## src/rtl/sd_cmd_resp_pkg.sv

```systemverilog
// Shared constants, state encoding and helpers for the SD SPI-mode command/response block.
package sd_cmd_resp_pkg;

    localparam int FRAME_LEN = 48;
    localparam int R1_LEN    = 8;
    localparam int R37_LEN   = 40;

    localparam logic [5:0] CMD8  = 6'd8;
    localparam logic [5:0] CMD58 = 6'd58;

    localparam logic [39:0] RESP_FILL_DEFAULT = 40'hFF_FFFF_FFFF;

    typedef enum logic [2:0] {
        IDLE = 3'd0,
        SEND = 3'd1,
        WAIT = 3'd2,
        READ = 3'd3,
        DONE = 3'd4
    } state_t;

    // CMD8 (R7) and CMD58 (R3) answer with R1 plus a 32-bit payload.
    function automatic logic is_long_index(input logic [5:0] idx);
        return (idx == CMD8) || (idx == CMD58);
    endfunction

endpackage

```

## src/rtl/sd_crc7.sv

```systemverilog
// Combinational CRC7 (x^7 + x^3 + 1, init 0) over the 40-bit {01, index, argument} word.
module sd_crc7 (
    input  logic [39:0] data,
    output logic [6:0]  crc
);

    function automatic logic [6:0] crc7_calc(input logic [39:0] d);
        logic [6:0] c;
        logic       fb;
        c = 7'h00;
        for (int i = 39; i >= 0; i--) begin
            fb = d[i] ^ c[6];
            c  = {c[5:0], 1'b0};
            if (fb) begin
                c = c ^ 7'h09;
            end
        end
        return c;
    endfunction

    assign crc = crc7_calc(data);

endmodule

```

## src/rtl/sd_cmd_resp.sv

```systemverilog
// Sends one 48-bit SD SPI command frame on DI and captures the R1 or R3/R7 response from DO.
module sd_cmd_resp
    import sd_cmd_resp_pkg::*;
#(
    parameter int          TIMEOUT_CLKS = 64,
    parameter logic [39:0] RESP_FILL    = RESP_FILL_DEFAULT
) (
    input  logic        clk,
    input  logic        reset,
    input  logic [5:0]  index,
    input  logic [31:0] argument,
    input  logic        isStart,
    output logic        isBusy,
    output logic        isFinish,
    output logic        DI,
    input  logic        DO,
    output logic [39:0] response,
    output state_t      state
);

    localparam int TW = $clog2(TIMEOUT_CLKS + 1);

    logic [39:0]   crc_data;
    logic [6:0]    crc;
    logic [47:0]   shreg;
    logic [5:0]    bit_cnt;
    logic [TW-1:0] tcnt;
    logic [38:0]   rx;
    logic [5:0]    rem;
    logic          long_resp;

    assign crc_data = {2'b01, index, argument};

    sd_crc7 u_crc7 (
        .data (crc_data),
        .crc  (crc)
    );

    always_ff @(posedge clk) begin
        if (!reset) begin
            state     <= IDLE;
            DI        <= 1'b1;
            isBusy    <= 1'b0;
            isFinish  <= 1'b0;
            response  <= RESP_FILL;
            shreg     <= '0;
            bit_cnt   <= '0;
            tcnt      <= '0;
            rx        <= '0;
            rem       <= '0;
            long_resp <= 1'b0;
        end else begin
            case (state)
                IDLE: begin
                    DI       <= 1'b1;
                    isBusy   <= 1'b0;
                    isFinish <= 1'b0;
                    if (isStart) begin
                        // The first frame bit goes out now; shreg holds the remaining 47 bits left-aligned.
                        DI        <= crc_data[39];
                        shreg     <= {crc_data[38:0], crc, 1'b1, 1'b1};
                        bit_cnt   <= 6'(FRAME_LEN - 1);
                        long_resp <= is_long_index(index);
                        isBusy    <= 1'b1;
                        state     <= SEND;
                    end
                end
                SEND: begin
                    if (bit_cnt != 6'd0) begin
                        DI      <= shreg[47];
                        shreg   <= {shreg[46:0], 1'b1};
                        bit_cnt <= bit_cnt - 6'd1;
                    end else begin
                        DI    <= 1'b1;
                        tcnt  <= '0;
                        state <= WAIT;
                    end
                end
                WAIT: begin
                    DI <= 1'b1;
                    if (!DO) begin
                        // This zero is already R1 bit 7, so only the remaining bits are counted.
                        rx    <= '0;
                        rem   <= long_resp ? 6'(R37_LEN - 1) : 6'(R1_LEN - 1);
                        state <= READ;
                    end else if (int'(tcnt) == TIMEOUT_CLKS - 1) begin
                        response <= RESP_FILL;
                        isFinish <= 1'b1;
                        state    <= DONE;
                    end else begin
                        tcnt <= tcnt + TW'(1);
                    end
                end
                READ: begin
                    DI  <= 1'b1;
                    rx  <= {rx[37:0], DO};
                    rem <= rem - 6'd1;
                    if (rem == 6'd1) begin
                        response <= long_resp ? {rx[38:0], DO} : {32'h0, rx[6:0], DO};
                        isFinish <= 1'b1;
                        state    <= DONE;
                    end
                end
                DONE: begin
                    DI <= 1'b1;
                    if (!isStart) begin
                        isBusy   <= 1'b0;
                        isFinish <= 1'b0;
                        state    <= IDLE;
                    end
                end
                default: begin
                    DI       <= 1'b1;
                    isBusy   <= 1'b0;
                    isFinish <= 1'b0;
                    state    <= IDLE;
                end
            endcase
        end
    end

endmodule

```

## config.mk

```make
export PLATFORM = sky130hd
export DESIGN_NAME = sd_cmd_resp
export DESIGN_NICKNAME = d
export VERILOG_FILES = /design/src/rtl/sd_cmd_resp_pkg.sv /design/src/rtl/sd_crc7.sv /design/src/rtl/sd_cmd_resp.sv
export SDC_FILE = /design/constraint.sdc
export NUM_CORES = 1
export LEC_CHECK = 0
export CAP_MARGIN = 10
export CELL_PAD_IN_SITES_DETAIL_PLACEMENT = 2
export CELL_PAD_IN_SITES_GLOBAL_PLACEMENT = 2
export CORE_MARGIN = 8
export CORE_UTILIZATION = 37
export DETAILED_ROUTE_END_ITERATION = 8
export PLACE_DENSITY_LB_ADDON = 0.1
export REMOVE_ABC_BUFFERS = 1
export SYNTH_ARGS = -nofsm -noshare
export SYNTH_HDL_FRONTEND = slang
export SYNTH_SLANG_ARGS = --single-unit
export TNS_END_PERCENT = 50
```

## constraint.sdc

```tcl
create_clock -name clk -period 7 [get_ports clk]
set_input_delay 0.7 -clock clk [delete_from_list [all_inputs] [get_ports clk]]
set_output_delay 0.7 -clock clk [all_outputs]
set_load 0.02 [all_outputs]
```

==> results of run 1 <==
[final timing paths]
| kind | slack, ns | end | cells past startpoint | start |
|---|---|---|---|---|
| worst max-delay path | 3.49 | shreg[8] | 9 | state[0] |
| worst min-delay path | 0.46 | shreg[46] | 2 | shreg[46] |
| worst max register to register | 3.49 | shreg[8] | 9 | state[0] |
| worst min register to register | 0.46 | shreg[46] | 2 | shreg[46] |
[worst register-to-register path, cell delays in order (launching register included)]
cell and delay (ns):
dfxtp_1 0.65, nor2b_1 0.25, nor2b_4 0.16, buf_4 0.53, o21ai_0 0.45, nand2_2 0.40, buf_4 0.51, nor2_1 0.14
o22ai_1 0.19, and2_1 0.16
[routing by layer]
metal	GRT usage [%]	vias up	wire, um
li1	-	2745	-
met1	20.6	2798	9210
met2	30.1	67	10200
met3	3.47	25	504
met4	6.55	0	391
met5	0	-	0
[where the power goes]
| part | total (uW) | internal, uW | leakage, uW | switching (uW) |
|---|---|---|---|---|
| Clock | 906 | 536 | 0.000279 | 370 |
| Combinational | 1290 | 584 | 0.00175 | 702 |
| Sequential | 1160 | 1030 | 0.00125 | 123 |
[synthesized netlist by cell type (all sizes together), types with 11 or more instances]
cell type  count  area, um2
clkbuf        47        176
mux2i         31        310
xnor3         16        363
xor2          12        105
nor2         125        469
o22ai         11       68.8
nor3          13       65.1
xnor2         28        272
a21oi         68        340
o21ai         36        180
dfxtp        153       3060
a22oi         41        308
nand2         52        195
a211oi        34        255
[state kept, by name, summed over array words and instances, names as in the netlist, 3 cells and up]
name,count
state,3
shreg,48
rx,39
rem,6
tcnt,7
response,40
bit_cnt,6
[cell type report]
cell class	instances	area [um2]
fill	1928	9560
multi-input combinational	531	3580
sequential	153	3060
timing repair buffer	97	946
clock buffer	22	454
tap	229	287
clock inverter	10	118
inverter	6	22.5
[stage by stage]
| step | total power (uW) | cell area (um2) | util, % | worst slack (ns) | hold slack [ns] |
|---|---|---|---|---|---|
| final | 3350 | 8470 | 47.0 | 3.49 | 0.459 |
| after CTS | 3400 | 8470 | 47.0 | 3.40 | 0.463 |
| after detailed placement | 2450 | 7900 | 43.8 | 3.14 | 0.453 |
| after global placement | 2350 | 7900 | 43.8 | 3.28 | 0.446 |
| after floorplan | 2100 | 6630 | - | 1.39 | 0.432 |
| after global routing | 3550 | 8470 | 47.0 | 3.16 | 0.494 |
[layout by cell type (no fill, tap or decap), drive strengths merged, types with 2 or more instances in the layout]
cell type / synthesis / layout
nand3: 5 / 5
and2: 2 / 2
nand2b: 2 / 2
or3: 3 / 3
nand3b: 4 / 4
nor2b: 5 / 5
xor3: 8 / 8
xnor3: 16 / 16
buf: 8 / 10
nand2: 52 / 52
dfxtp: 153 / 153
xnor2: 28 / 28
nor4: 2 / 2
a31oi: 3 / 3
clkdlybuf4s50: 0 / 87
inv: 6 / 8
o22ai: 11 / 11
and3: 5 / 5
ha: 5 / 5
o211ai: 3 / 3
nor3: 13 / 13
a211oi: 34 / 34
clkbuf: 47 / 22
o21ai: 36 / 36
nand4: 2 / 2
bufinv: 0 / 2
a22oi: 41 / 41
xor2: 12 / 12
mux2i: 31 / 31
clkinv: 0 / 5
nor2: 125 / 125
a21oi: 68 / 68
[logic make-up (layout without fill, tap and decap cells)]
family                     count (synthesis)  count (layout)
muxes                                     31              31
DFF                                      153             153
adders and majority gates                  5               5
buffers and inverters                     61             135
and+or+nand+nor                          227             227
AOI/OAI and AO/OA                        204             204
xor gates and xnor gates                  64              64
==> results.json, run 1 <==
{
  "layout-drive-gt1-share_pct": 6.47,
  "track_usage_pct": 17.3,
  "cts_max_path_buffers": 2,
  "yosysWarnings": 0,
  "cts_hold_buf": 0,
  "ir_drop_mv": 0.195,
  "muxShareOfSynthArea_pct": 4.54,
  "avgSynthCellArea_um2": 9.18,
  "post-route-period-util_pct": 50.2,
  "maxSlewViolCount": 0,
  "fin_skew_ns": 0.0124,
  "die_y_um": 152,
  "synth_edf_count": 0,
  "startpoint_type": "register",
  "slew_headroom_pct": 23.5,
  "clock-sinks": 153,
  "finalNetCount": 853,
  "power.leakage_uw": 0.00328,
  "grt_pass1_vias": 6296,
  "yosysSeqAreaShare_pct": 44.8,
  "max_freq_mhz": 285,
  "die-width_um": 152,
  "ant_nets": 0,
  "path_cells": "nor2b_1 > nor2b_4 > buf_4 > o21ai_0 > nand2_2 > buf_4 > nor2_1 > o22ai_1 > and2_1",
  "synth_top_family_by_area": "compound AO/OA/AOI/OAI gates",
  "grt_pass1_wl_um": 33100,
  "fp-row-count": 49,
  "start_util_pct": 37.9,
  "tightest_slew_ns": 1.15,
  "power.density_nw_per_um2": 395,
  "cts_tree": "yes",
  "synthAdderAreaFrac_pct": 0.915,
  "crit_slowest_cell": "dfxtp_1",
  "synth-xor-area-share_pct": 13.6,
  "clkLatencyLatePin_ns": 0.43,
  "cp_common_cell": "buf_4",
  "critPathCaptureType": "register",
  "htree_levels": 4,
  "fin_tns_setup_ns": 0,
  "netlist_area_um2": 6840,
  "first_pass_iters": 4,
  "rsz0062_at_grt": "false",
  "remaining_drc_errors": 0,
  "cts_resized": 0,
  "crit_fanout": 54,
  "grt_overflow": 0,
  "syn_inst": 745,
  "drt-total-wl_um": 20300,
  "die-area_um2": 23100,
  "cp_num_buf_inv": 2,
  "post_cts_buffers": 0,
  "area_growth_syn_to_layout_pct": 23.8,
  "worstPathArrival_ns": 3.87,
  "antenna_found_initial": 0,
  "maxCapViolCount": 0,
  "root_buffer": "clkbuf_16",
  "ys_seq_elements": 153,
  "vias": 5635,
  "async_reset_ff_share_pct": 0,
  "io_pins": 88,
  "antennaDiodeCount": 0,
  "hold_class": "reg -> reg",
  "cp_slowest_stage_delay_ns": 0.65,
  "drt-initial-drc-count": 192,
  "cts_buffers": 17,
  "grt_max_degree": 63,
  "synth_compound_area_share_pct": 18.5,
  "synth_ff_type": "dfxtp_1",
  "finalHoldViolCount": 0,
  "required_ns": 7.36,
  "path_clk_slew_ns": 0.06,
  "viasPerCell": 5.38,
  "synth-simple-area-share_pct": 14.3,
  "portBuffers": 87,
  "place_hpwl_um": 14000,
  "finalCriticalPeriod_ns": 3.51,
  "crit_family": "simple AND/OR/NAND/NOR gates",
  "setup-violations-final": 0,
  "gp_congestion": 0.793,
  "fin_cells": 1048,
  "path_class": "reg -> reg",
  "run_status": "completed",
  "wl_per_cell_um": 19.4,
  "core_um2": 18000,
  "synthDistinctLibCells": 51,
  "placed_cells": 1016
}
(Power assumes the default switching activity.)
==> run 2: changes to the inputs <==
CORE_UTILIZATION = 31   (was 37)
clock period = 3.01 ns   (was 7 ns; I/O delays follow)
==> run 2 against run 1 <==
  * First-iteration DRC count fell by 5.2%
  * Non-clock buffer count rose by 22
  * Cell count rose by 7.0%
  * Critical endpoint is now shreg[6]
  * Largest cell class unchanged
  * Highest routed layer unchanged
==> results.json, run 2 (same netlist as run 1, synthesis figures left out) <==
{
  "grt_pass1_vias": 6458,
  "top_register": "shreg",
  "first_pass_iters": 4,
  "drt-total-wl_um": 21300,
  "dp_slack_ns": -0.241,
  "maxCapViolCount": 0,
  "ant_nets": 0,
  "timing.final.ws_setup_ns": 0.198,
  "stdcell_area_um2": 8710,
  "cts_resized": 0,
  "fin_cells": 1121,
  "ir_drop_mv": 0.362,
  "finalNetCount": 875,
  "clkLatencyLatePin_ns": 0.43,
  "fp-row-count": 54,
  "cts_hold_buf": 0,
  "vias": 5790,
  "seq_power_share_pct": 33.5,
  "place_hpwl_um": 14900,
  "grt_pass1_wl_um": 34300,
  "cp_slowest_stage_delay_ns": 0.49,
  "portBuffers": 87,
  "crit_slowest_cell": "clkdlybuf4s50_1",
  "comb_power_share_pct": 39.7,
  "rsz0062_at_grt": "false",
  "post-route-period-util_pct": 93.4,
  "htree_levels": 4,
  "remaining_drc_errors": 0,
  "p_int_uw": 5040,
  "gp_congestion": 0.749,
  "maxSlewViolCount": 0,
  "die-area_um2": 27100,
  "path_cells": "clkdlybuf4s50_1 > xnor3_2 > xnor3_1 > xnor3_1 > xnor3_1 > xnor2_1 > xor2_1 > o22ai_1",
  "antennaDiodeCount": 0,
  "p_sw_uw": 2910,
  "cp_common_cell": "xnor3_1",
  "finalCriticalPeriod_ns": 2.81,
  "fillers": 2323,
  "final_cell_mix": "153 x dfxtp_1, 124 x nor2_1, 87 x clkdlybuf4s50_1, 67 x a21oi_1, 51 x nand2_1",
  "slew_headroom_pct": 56.3,
  "grt_max_degree": 52,
  "path_clk_slew_ns": 0.06,
  "setup-violations-final": 0,
  "hold_class": "reg -> reg",
  "power.density_nw_per_um2": 913,
  "start_util_pct": 31.4,
  "io_pins": 88,
  "grt_overflow": 0,
  "largest_register_ffs": 48,
  "required_ns": 3.32,
  "dpl_cell_area_um2": 8140,
  "post_cts_buffers": 0,
  "final_common_cell": "dfxtp_1",
  "fin_skew_ns": 0.0123,
  "root_buffer": "clkbuf_16",
  "cts_tree": "yes",
  "max_freq_mhz": 356,
  "core_um2": 21800,
  "wl_per_cell_um": 19.0,
  "startpoint_type": "input port",
  "tightest_slew_ns": 0.655,
  "placed_cells": 1089,
  "clkPwrFrac_pct": 26.7,
  "die_y_um": 165,
  "finalHoldViolCount": 0,
  "die-width_um": 165,
  "layout-drive-gt1-share_pct": 9.39,
  "drt-initial-drc-count": 182,
  "run_status": "completed",
  "antenna_found_initial": 0,
  "clock-sinks": 153,
  "worstPathArrival_ns": 3.12,
  "viasPerCell": 5.17,
  "path_class": "in -> reg",
  "area_growth_syn_to_layout_pct": 27.4,
  "top_regs": "shreg (48), response (40), rx (39)",
  "critPathCaptureType": "register",
  "power.leakage_uw": 0.00339,
  "switching_share_pct": 36.6,
  "cts_max_path_buffers": 2,
  "crit_fanout": 2,
  "track_usage_pct": 16.0,
  "cts_buffers": 17
}
[run 2: changes by cell type in the layout (fill, tap and decap cells not counted)]
cell | before | now
clkinv_2 | 3 | 2
clkinvlp_4 | 1 | 3
buf_12 | 0 | 1
inv_6 | 2 | 6
inv_8 | 0 | 1
clkbuf_1 | 4 | 0
clkinv_4 | 2 | 1
bufinv_16 | 2 | 1
buf_4 | 10 | 31
[run 2: path summary, 6_finish.rpt]
check / startpoint / to / slack, ns / cells past startpoint
worst max-delay path: index[5] / shreg[6] / 0.20 / 8
worst min register to register: shreg[0] / shreg[0] / 0.47 / 2
worst min-delay path: shreg[0] / shreg[0] / 0.47 / 2
worst max register to register: bit_cnt[0] / tcnt[4] / 0.38 / 9
[run 2: metrics by stage]
step	power (uW)	util, %	hold slack [ns]	setup TNS (ns)
2_1_floorplan	4890	-	0.363	-124.57
3_3_place_gp	5630	37.4	0.443	-0.220
3_5_place_dp	5860	37.4	0.457	-0.960
4_1_cts	8080	40.0	0.467	0
5_1_grt	8460	40.0	0.498	0
6_report	7950	40.0	0.468	0
[run 2: worst max-delay path, delay by kind of cell]
kind | cells | cell delay, ns
XOR/XNOR | 6 | 2.22
buffers and inverters | 1 | 0.49
AO/OA/AOI/OAI | 1 | 0.10
[run 2: layout make-up]
cell class / instances / area, um2 / share of cell area, %
flip-flops and latches: 153 / 3060 / 35.2
clock buffers: 18 / 439 / 5.04
repair buffers: 119 / 1120 / 12.9
inverters: 6 / 22.5 / 0.259
clock inverters: 14 / 135 / 1.55
well taps: 280 / 350 / 4.02
multi-input cells: 531 / 3580 / 41.1
[run 2: power groups by stage]
| stage | clock network [uW] | registers, uW | logic (uW) |
|---|---|---|---|
| detailed placement | 0 | 2710 | 3150 |
| global route | 2290 | 2710 | 3450 |
| finish | 2130 | 2670 | 3160 |
| floorplan | 0 | 2660 | 2230 |
| global placement | 0 | 2680 | 2960 |
| CTS | 2200 | 2670 | 3210 |
[run 2: routing by layer]
metal	wire length, um	track usage (%)
met1	9670	18.9
met2	10800	28.7
met3	638	3.44
met4	207	4.30
met5	0	0
